--- src/rtl/spmv_pkg.sv ---
// Shared types and arithmetic helper for the SpMV row accumulator.
// Build option: ACC_SAT_EN selects saturating accumulation instead of wrap-around.
package spmv_pkg;

    localparam int unsigned ROW_W  = 10;
    localparam int unsigned PROD_W = 64;
    localparam int unsigned ACC_W  = 72;

    typedef logic [ROW_W-1:0]         row_t;
    typedef logic signed [PROD_W-1:0] prod_t;
    typedef logic signed [ACC_W-1:0]  acc_t;

    typedef struct packed {
        row_t row;
        acc_t sum;
    } result_t;

    typedef enum logic [0:0] {StIdle, StAccum} state_e;

    typedef struct packed {
        acc_t sum;
        logic sat;
    } add_t;

    // sat flags signed overflow; the sum only clamps when ACC_SAT_EN is defined.
    function automatic add_t acc_add(acc_t a, acc_t b);
        logic [ACC_W:0] full;
        add_t           r;
        full  = {a[ACC_W-1], a} + {b[ACC_W-1], b};
        r.sat = full[ACC_W] ^ full[ACC_W-1];
        r.sum = full[ACC_W-1:0];
`ifdef ACC_SAT_EN
        if (r.sat) begin
            r.sum = full[ACC_W] ? {1'b1, {(ACC_W-1){1'b0}}} : {1'b0, {(ACC_W-1){1'b1}}};
        end
`endif
        return r;
    endfunction

endpackage

--- src/rtl/spmv_row_accum_if.sv ---
// Beat input stream and result output stream of the row accumulator.
// Build option: ACC_SAT_EN adds the sticky sat flag.
interface spmv_row_accum_if;
    import spmv_pkg::*;

    logic  in_valid;
    logic  in_zeros;
    logic  in_last;
    row_t  in_row;
    prod_t in_op1;
    prod_t in_op2;
    logic  out_ready;
    logic  out_valid;
    row_t  out_row;
    acc_t  out_data;
    logic  busy;
    logic  ovf;
`ifdef ACC_SAT_EN
    logic  sat;
`endif

    modport slave (
        input  in_valid, in_zeros, in_last, in_row, in_op1, in_op2, out_ready,
        output out_valid, out_row, out_data, busy, ovf
`ifdef ACC_SAT_EN
        , output sat
`endif
    );

    modport master (
        output in_valid, in_zeros, in_last, in_row, in_op1, in_op2, out_ready,
        input  out_valid, out_row, out_data, busy, ovf
`ifdef ACC_SAT_EN
        , input sat
`endif
    );

endinterface

--- src/rtl/spmv_result_fifo.sv ---
// Two-write / one-read result FIFO with a registered head and sticky overflow flag.
// Writes that find no free slot (after the same-cycle pop) are dropped; port 0 has priority.
module spmv_result_fifo
    import spmv_pkg::*;
#(
    parameter int unsigned Depth = 8
) (
    input  logic    clk_i,
    input  logic    rst_ni,
    input  logic    push0_i,
    input  result_t wdata0_i,
    input  logic    push1_i,
    input  result_t wdata1_i,
    input  logic    ready_i,
    output logic    valid_o,
    output result_t head_o,
    output logic    ovf_o
);

    localparam int unsigned PtrW = $clog2(Depth);
    localparam int unsigned CntW = PtrW + 1;

    typedef logic [PtrW-1:0] ptr_t;
    typedef logic [CntW-1:0] cnt_t;

    result_t mem_q [Depth];
    ptr_t    wr_ptr_q, wr_ptr_d, rd_ptr_q, rd_ptr_d, wr_idx1;
    cnt_t    count_q, count_d, count_pop, free;
    logic    pop, acc0, acc1;
    logic    ovf_q, ovf_d;
    logic    valid_q, valid_d;
    result_t head_q, head_d;

    always_comb begin
        pop       = valid_q & ready_i;
        count_pop = count_q - cnt_t'(pop);
        free      = cnt_t'(Depth) - count_pop;
        acc0      = push0_i && (free != '0);
        acc1      = push1_i && (free > cnt_t'(acc0));
        wr_idx1   = acc0 ? ptr_t'(wr_ptr_q + ptr_t'(1)) : wr_ptr_q;
        ovf_d     = ovf_q | (push0_i & ~acc0) | (push1_i & ~acc1);
        rd_ptr_d  = rd_ptr_q + ptr_t'(pop);
        wr_ptr_d  = wr_ptr_q + ptr_t'(acc0) + ptr_t'(acc1);
        count_d   = count_pop + cnt_t'(acc0) + cnt_t'(acc1);
        valid_d   = (count_d != '0);
        // A surviving entry is already in memory; otherwise the head comes straight from a write.
        if (count_pop != '0) begin
            head_d = mem_q[rd_ptr_d];
        end else if (acc0) begin
            head_d = wdata0_i;
        end else if (acc1) begin
            head_d = wdata1_i;
        end else begin
            head_d = head_q;
        end
    end

    always_ff @(posedge clk_i) begin
        if (acc0) begin
            mem_q[wr_ptr_q] <= wdata0_i;
        end
        if (acc1) begin
            mem_q[wr_idx1] <= wdata1_i;
        end
    end

    always_ff @(posedge clk_i or negedge rst_ni) begin
        if (!rst_ni) begin
            wr_ptr_q <= '0;
            rd_ptr_q <= '0;
            count_q  <= '0;
            ovf_q    <= 1'b0;
            valid_q  <= 1'b0;
            head_q   <= '0;
        end else begin
            wr_ptr_q <= wr_ptr_d;
            rd_ptr_q <= rd_ptr_d;
            count_q  <= count_d;
            ovf_q    <= ovf_d;
            valid_q  <= valid_d;
            head_q   <= head_d;
        end
    end

    assign valid_o = valid_q;
    assign head_o  = head_q;
    assign ovf_o   = ovf_q;

endmodule

--- src/rtl/spmv_row_accum.sv ---
// Sums CSR partial products per row and queues one (row, sum) result per closed row.
// Build option: ACC_SAT_EN enables saturating sums and the sticky sat output.
module spmv_row_accum
    import spmv_pkg::*;
#(
    parameter int unsigned FIFO_DEPTH = 8
) (
    input  logic                    clk_i,
    input  logic                    rst_ni,
    spmv_row_accum_if.slave         bus_io
);

    state_e  state_q, state_d;
    row_t    cur_row_q, cur_row_d;
    acc_t    acc_q, acc_d;
    add_t    beat_r, accum_r;
    acc_t    beat_val;
    logic    same_row;
    logic    push0, push1;
    result_t wdata0, wdata1;
    logic    fifo_valid;
    result_t fifo_head;
    logic    fifo_ovf;

    assign beat_r   = acc_add(acc_t'(bus_io.in_op1), acc_t'(bus_io.in_op2));
    assign beat_val = bus_io.in_zeros ? '0 : beat_r.sum;
    assign accum_r  = acc_add(acc_q, beat_val);
    assign same_row = (bus_io.in_row == cur_row_q);

    always_comb begin
        state_d   = state_q;
        cur_row_d = cur_row_q;
        acc_d     = acc_q;
        push0     = 1'b0;
        push1     = 1'b0;
        wdata0    = '0;
        wdata1    = '0;
        if (bus_io.in_valid) begin
            case (state_q)
                StIdle: begin
                    cur_row_d = bus_io.in_row;
                    acc_d     = beat_val;
                    state_d   = StAccum;
                    if (bus_io.in_last) begin
                        push0   = 1'b1;
                        wdata0  = '{row: bus_io.in_row, sum: beat_val};
                        state_d = StIdle;
                    end
                end
                StAccum: begin
                    if (same_row) begin
                        acc_d = accum_r.sum;
                        if (bus_io.in_last) begin
                            push0   = 1'b1;
                            wdata0  = '{row: cur_row_q, sum: accum_r.sum};
                            state_d = StIdle;
                        end
                    end else begin
                        // Row change closes the open row; with last the new row closes too.
                        push0     = 1'b1;
                        wdata0    = '{row: cur_row_q, sum: acc_q};
                        cur_row_d = bus_io.in_row;
                        acc_d     = beat_val;
                        if (bus_io.in_last) begin
                            push1   = 1'b1;
                            wdata1  = '{row: bus_io.in_row, sum: beat_val};
                            state_d = StIdle;
                        end
                    end
                end
                default: state_d = StIdle;
            endcase
        end
    end

    always_ff @(posedge clk_i or negedge rst_ni) begin
        if (!rst_ni) begin
            state_q   <= StIdle;
            cur_row_q <= '0;
            acc_q     <= '0;
        end else begin
            state_q   <= state_d;
            cur_row_q <= cur_row_d;
            acc_q     <= acc_d;
        end
    end

`ifdef ACC_SAT_EN
    logic sat_q, sat_hit;

    assign sat_hit = bus_io.in_valid &
                     ((beat_r.sat & ~bus_io.in_zeros) |
                      ((state_q == StAccum) & same_row & accum_r.sat));

    always_ff @(posedge clk_i or negedge rst_ni) begin
        if (!rst_ni) begin
            sat_q <= 1'b0;
        end else if (sat_hit) begin
            sat_q <= 1'b1;
        end
    end

    assign bus_io.sat = sat_q;
`else
    logic unused_sat;
    assign unused_sat = beat_r.sat ^ accum_r.sat;
`endif

    spmv_result_fifo #(
        .Depth (FIFO_DEPTH)
    ) u_fifo (
        .clk_i    (clk_i),
        .rst_ni   (rst_ni),
        .push0_i  (push0),
        .wdata0_i (wdata0),
        .push1_i  (push1),
        .wdata1_i (wdata1),
        .ready_i  (bus_io.out_ready),
        .valid_o  (fifo_valid),
        .head_o   (fifo_head),
        .ovf_o    (fifo_ovf)
    );

    assign bus_io.out_valid = fifo_valid;
    assign bus_io.out_row   = fifo_head.row;
    assign bus_io.out_data  = fifo_head.sum;
    assign bus_io.ovf       = fifo_ovf;
    assign bus_io.busy      = (state_q == StAccum) | fifo_valid;

endmodule
--- src/flat_wrapper.sv ---
// flat-port wrapper written by rule: the top's interface ports become plain ports
module spmv_row_accum_flat import spmv_pkg::*;
#(
    parameter int unsigned FIFO_DEPTH = 8
)
  (clk_i, rst_ni, bus_io_in_valid, bus_io_in_zeros, bus_io_in_last, bus_io_in_row, bus_io_in_op1, bus_io_in_op2, bus_io_out_ready, bus_io_out_valid, bus_io_out_row, bus_io_out_data, bus_io_busy, bus_io_ovf);
  spmv_row_accum_if bus_io_i ();
  input  logic clk_i;
  input  logic rst_ni;
  input wire logic [$bits(bus_io_i.in_valid)-1:0] bus_io_in_valid;
  input wire logic [$bits(bus_io_i.in_zeros)-1:0] bus_io_in_zeros;
  input wire logic [$bits(bus_io_i.in_last)-1:0] bus_io_in_last;
  input wire logic [$bits(bus_io_i.in_row)-1:0] bus_io_in_row;
  input wire logic [$bits(bus_io_i.in_op1)-1:0] bus_io_in_op1;
  input wire logic [$bits(bus_io_i.in_op2)-1:0] bus_io_in_op2;
  input wire logic [$bits(bus_io_i.out_ready)-1:0] bus_io_out_ready;
  output wire logic [$bits(bus_io_i.out_valid)-1:0] bus_io_out_valid;
  output wire logic [$bits(bus_io_i.out_row)-1:0] bus_io_out_row;
  output wire logic [$bits(bus_io_i.out_data)-1:0] bus_io_out_data;
  output wire logic [$bits(bus_io_i.busy)-1:0] bus_io_busy;
  output wire logic [$bits(bus_io_i.ovf)-1:0] bus_io_ovf;
  assign bus_io_i.in_valid = bus_io_in_valid;
  assign bus_io_i.in_zeros = bus_io_in_zeros;
  assign bus_io_i.in_last = bus_io_in_last;
  assign bus_io_i.in_row = bus_io_in_row;
  assign bus_io_i.in_op1 = bus_io_in_op1;
  assign bus_io_i.in_op2 = bus_io_in_op2;
  assign bus_io_i.out_ready = bus_io_out_ready;
  assign bus_io_out_valid = bus_io_i.out_valid;
  assign bus_io_out_row = bus_io_i.out_row;
  assign bus_io_out_data = bus_io_i.out_data;
  assign bus_io_busy = bus_io_i.busy;
  assign bus_io_ovf = bus_io_i.ovf;
  spmv_row_accum #(.FIFO_DEPTH(FIFO_DEPTH)) u_core (.clk_i(clk_i), .rst_ni(rst_ni), .bus_io(bus_io_i));
endmodule
--- config.mk ---
export PLATFORM = sky130hd
export DESIGN_NAME = spmv_row_accum_flat
export DESIGN_NICKNAME = d
export VERILOG_FILES = /design/src/rtl/spmv_pkg.sv /design/src/rtl/spmv_row_accum_if.sv /design/src/rtl/spmv_result_fifo.sv /design/src/rtl/spmv_row_accum.sv /design/src/flat_wrapper.sv
export SDC_FILE = /design/constraint.sdc
export NUM_CORES = 2
export LEC_CHECK = 0
export ABC_AREA = 1
export BUFFER_PORTS_ARGS = -buffer_cell sky130_fd_sc_hd__buf_2
export CAP_MARGIN = 10
export CORE_ASPECT_RATIO = 0.5
export CORE_MARGIN = 2
export CORE_UTILIZATION = 68
export CTS_CLUSTER_SIZE = 30
export DETAILED_ROUTE_END_ITERATION = 8
export GPL_TIMING_DRIVEN = 1
export PLACE_DENSITY = 0.95
export SYNTH_ARGS = -nofsm -noshare
export SYNTH_HDL_FRONTEND = slang
export SYNTH_SLANG_ARGS = --single-unit
--- constraint.sdc ---
create_clock -name clk_i -period 18.52 [get_ports clk_i]
set_input_delay 0.926 -clock clk_i [delete_from_list [all_inputs] [get_ports clk_i]]
set_output_delay 0.926 -clock clk_i [all_outputs]
set_load 0.005 [all_outputs]
==> key figures, run 1 <==
Outcome
  • Status: stopped before the end
  • Last stage: global routing
  • Error: [ERROR GRT-0229] Vertical edge usage exceeds the maximum allowed. (39, 20) usage=65535 limit=2200

Global route
  • Largest net degree at the start of global routing: 192
  • Initial antenna violation count: 27

Floorplanning
  • Die width: 399 µm
  • FP Rows: 72
  • Num ports: 229
  • Die Span Y: 201 µm
  • Initial Util: 68.6%

Yosys
  • Seq/Total Area, Yosys: 45.6%
  • Syn Nets: 6977
  • Synth Flop Type: edfxtp_1
  • Yosys top cell area share: 37.2%
  • EDFF count, synth: 656
  • Post-Syn Instances: 6684
  • Synth Area per Inst: 7.92 µm²
  • Post-synth cell types: 59
  • Dominant cell type by area after synthesis: edfxtp_1
  • Synth top area cells: edfxtp_1, nand2_1, dfrtp_1, o21ai_0, nor2_1
  • Seq cells post-synth: 833
  • Mapped cell area: 0.0530 mm²
  • Post-synth ARST share: 21.2%
  • Synth Warn #: 0

CTS
  • Clock root buffer: clkbuf_16
  • Post-CTS Resized: 0
  • CTS max path bufs: 3
  • Num CTS Buffers: 75
  • # H-tree levels: 3
  • CTS Hold Buffers Added: 0
  • Post-CTS Setup Inserts: 0
  • CTS Sinks: 833

Place
  • DP Wirelength: 148000 µm
  • RePlAce Congestion: 1.11
  • Placed cell area: 0.0547 mm²
  • Port bufs: 228
cell usage after synthesis (all sizes together) (44+ instances only):
library cell / instances
nor3: 45
inv: 551
nor2: 773
clkbuf: 274
edfxtp: 656
o21ai: 1072
ha: 145
nand4: 74
nand3: 291
o221ai: 165
or2: 44
a31oi: 79
a21oi: 340
mux2i: 154
buf: 92
dfrtp: 177
nand2: 1533
cells by family after synthesis:
family,Yosys count,synth area share [%]
AO/OA/AOI/OAI,1813,19.3
XOR/XNOR,27,0.482
adder cells (fa/ha/maj),149,3.58
buffers and inverters,919,6.67
flip-flops,833,45.6
multiplexers,154,2.91
AND/OR/NAND/NOR,2789,21.5
metrics by stage:
stage                     worst slack [ps]  instances  hold WS, ps  util [%]
after CTS                            10930       7792          392      73.9
after detailed placement             10740       7655          466      70.9
after global placement               10560       7651          457      70.8
after floorplan                       9200       6684          467         -
==> run 2: changes to the inputs <==
CORE_ASPECT_RATIO = not set   (was 0.5)
CORE_UTILIZATION = 40   (was 68)
CTS_CLUSTER_SIZE = not set   (was 30)
PLACE_DENSITY = not set   (was 0.95)
PLACE_DENSITY_LB_ADDON = 0.15   (was not set)
==> run 2 against run 1 <==
- the flow now finishes without violations
- area after synthesis did not move
- synthesized cell count unchanged
==> key figures, run 2 <==
Outcome
  • Status: finished clean

Power
  • Switching share of power: 42.4%
  • P_int: 4850 µW
  • Clock share of power: 24.3%
  • Switching power: 3570 µW
  • Maximum VDD drop: 0.000130 V
  • Combinational share of power: 42.9%
  • Part of the power in registers: 32.8%
  • P_leak: 0.0231 µW
  • P per Cell Area: 143 mW/mm²

Yosys
  • Yosys top cell area share: 37.2% (unchanged)
  • Seq cells post-synth: 833 (unchanged)
  • Post-Syn Instances: 6684 (unchanged)
  • Synth top area cells: edfxtp_1, nand2_1, dfrtp_1, o21ai_0, nor2_1
  • Synth Warn #: 0 (unchanged)
  • Mapped cell area: 0.0530 mm² (unchanged)
  • EDFF count, synth: 656 (unchanged)
  • Post-synth cell types: 59 (unchanged)
  • Seq/Total Area, Yosys: 45.6% (unchanged)
  • Count leader, synth: nand2_1
  • Post-synth ARST share: 21.2% (unchanged)
  • Synth Flop Type: edfxtp_1
  • Dominant cell type by area after synthesis: edfxtp_1
  • Synth Area per Inst: 7.92 µm² (unchanged)
  • Syn Nets: 6977 (unchanged)
  • Synth cell count leaders: nand2_1, o21ai_0, nor2_1

STA
  • Final setup fails: 0
  • Pins Over Slew Limit: 0
  • Final Hold Vio Count: 0
  • RSZ-0062 raised after global routing: false
  • Final setup TNS: 0 ps
  • Slew margin rel.: 10.8%
  • Minimum hold slack: 130 ps
  • Setup slack after layout: 10770 ps
  • Clk_skew: 62.3 ps
  • Final min period: 7750 ps
  • Fmax: 0.129 GHz
  • Tcrit/Tclk final: 41.8%
  • Slew @ Worst Pin: 1340 ps

Floorplanning
  • Die Span Y: 368 µm (+83%)
  • Initial Util: 40.3% (-28 points)
  • FP Rows: 133 (+85%)
  • Die Footprint: 0.135 mm²
  • Core Box Area: 0.131 mm²
  • Num ports: 229 (unchanged)
  • Die width: 368 µm (-7.7%)

Run
  • Number of max-cap violations: 0

Critical path
  • Nature of the critical path endpoint: flip-flop
  • Critical path class: reg2reg
  • Critical path arrival: 8060 ps
  • Startpoint Class: flip-flop
  • Critical path required time: 18830 ps
  • Max Fanout on Critical Path: 79

Route
  • Drt pass-1 iters: 8
  • Vias: 49600
  • DR WL/cell: 24.4 µm
  • Drt initial violations: 5552
  • Routed WL: 209000 µm
  • DRC: 0
  • Routed Antenna Nets: 0
  • Drt via density: 5.80

Layout
  • Number of flip-flops in the largest register: 656
  • Largest Register: u_core.u_fifo.mem_q
  • Final Util: 44.9%
  • Commonest non-fill, non-tap cell in the layout: nand2_1
  • Share of cells above drive strength 1: 8.15%
  • N_diodes: 0
  • Commonest cells after routing, fill and taps aside: nand2_1, o21ai_0, nor2_1
  • Final nets: 7010
  • Area grow syn2layout: 11.4%

CTS
  • CTS tree: built
  • CTS max path bufs: 3 (unchanged)
  • Clock slew at reported path FFs: 60 ps
  • Clock latency on the worst-skew pair: 750 ps
  • Clock root buffer: clkbuf_16
  • # H-tree levels: 3 (unchanged)
  • Post-CTS Setup Inserts: 0 (unchanged)
  • Num CTS Buffers: 96 (+28%)
  • CTS Sinks: 833 (unchanged)
  • CTS Hold Buffers Added: 0 (unchanged)
  • Post-CTS Resized: 0 (unchanged)

Global route
  • Total gr overflow: 0
  • GRT Util Overall: 30.1%
  • Initial antenna violation count: 4
  • Vias in the first global route: 47100
  • Global-route wire length before repair: 308000 µm
  • Largest net degree at the start of global routing: 94

Hold path
  • Hold WC Path Type: in2async

Place
  • DP Wirelength: 143000 µm (-3.1%)
  • RePlAce Congestion: 1.01 (-8.2%)
  • Port bufs: 228 (unchanged)
  • Pre-CTS setup slack: 10180 ps (-567 ps)
[run 2: stage by stage]
step	instance area [µm²]	total power, µW	std cells
after global routing	59000	8870	8553
after floorplan	53000	5130	6684
after detailed placement	55600	6380	8373
after CTS	59000	8420	8552
final	59000	8420	8553
after global placement	55600	6340	8373
[run 2: cells by family after synthesis]
family / after synthesis / share of synthesized area [%]
fa+ha+maj: 149 / 3.58
simple gates: 2789 / 21.5
flops: 833 / 45.6
xor+xnor: 27 / 0.482
compound gates: 1813 / 19.3
buf+inv: 919 / 6.67
mux: 154 / 2.91
[run 2: routing by layer]
metal | wire, µm | GRT usage (%) | share of wire, %
met5 | 13 | 0 | 0.0062
met4 | 5450 | 8.27 | 2.6
met3 | 16300 | 4.07 | 7.8
met2 | 94600 | 48.3 | 45
met1 | 92100 | 42.5 | 44
[run 2: worst max-delay path, cell delays in order, from the launching register on]
cell and delay [ps]:
dfrtp_1 410, or2_1 240, nand4_1 90, nor2_1 50, nand2_1 220, buf_4 350
inv_2 220, nor2_2 640, inv_2 140, nand2_2 160, nand2_8 390, inv_4 610
ha_1 320, nor2_1 90, nor3_1 80, nor2_2 150, inv_2 120, nor2_4 210
inv_2 90, nor2_4 100, buf_4 530, clkinv_2 840, o31ai_4 250, buf_4 930
[run 2: layout make-up]
class	instances	area, µm²
clock buffers	133	2640
clock inverters	46	702
fillers	13200	72500
inverters	553	2100
multi-input cells	4932	25500
flip-flops and latches	833	24100
well taps	1755	2200
repair buffers	301	1710
[run 2: worst paths after layout]
check                                    startpoint                    endpoint  slack, ps  depth (start not counted)
max                             u_core.cur_row_q[3]  u_core.u_fifo.mem_q[2][44]      10770                         23
min                                          rst_ni     u_core.u_fifo.head_o[5]        130                          1
max reg2reg                     u_core.cur_row_q[3]  u_core.u_fifo.mem_q[2][44]      10770                         23
min reg2reg                u_core.u_fifo.head_o[68]    u_core.u_fifo.head_o[68]        500                          2
max in group asynchronous                    rst_ni   u_core.u_fifo.rd_ptr_q[0]      16500                          3
min in group clk_i         u_core.u_fifo.head_o[68]    u_core.u_fifo.head_o[68]        500                          2
[run 2: power by group through the flow]
stage / Sequential, µW / Combinational [µW] / Clock, µW
after floorplan: 2800 / 2320 / 0
after detailed placement: 2800 / 3580 / 0
after global placement: 2790 / 3550 / 0
after CTS: 2760 / 3590 / 2070
final: 2760 / 3610 / 2050
after global routing: 2800 / 3930 / 2140
Power figures use the tool's default switching activity.
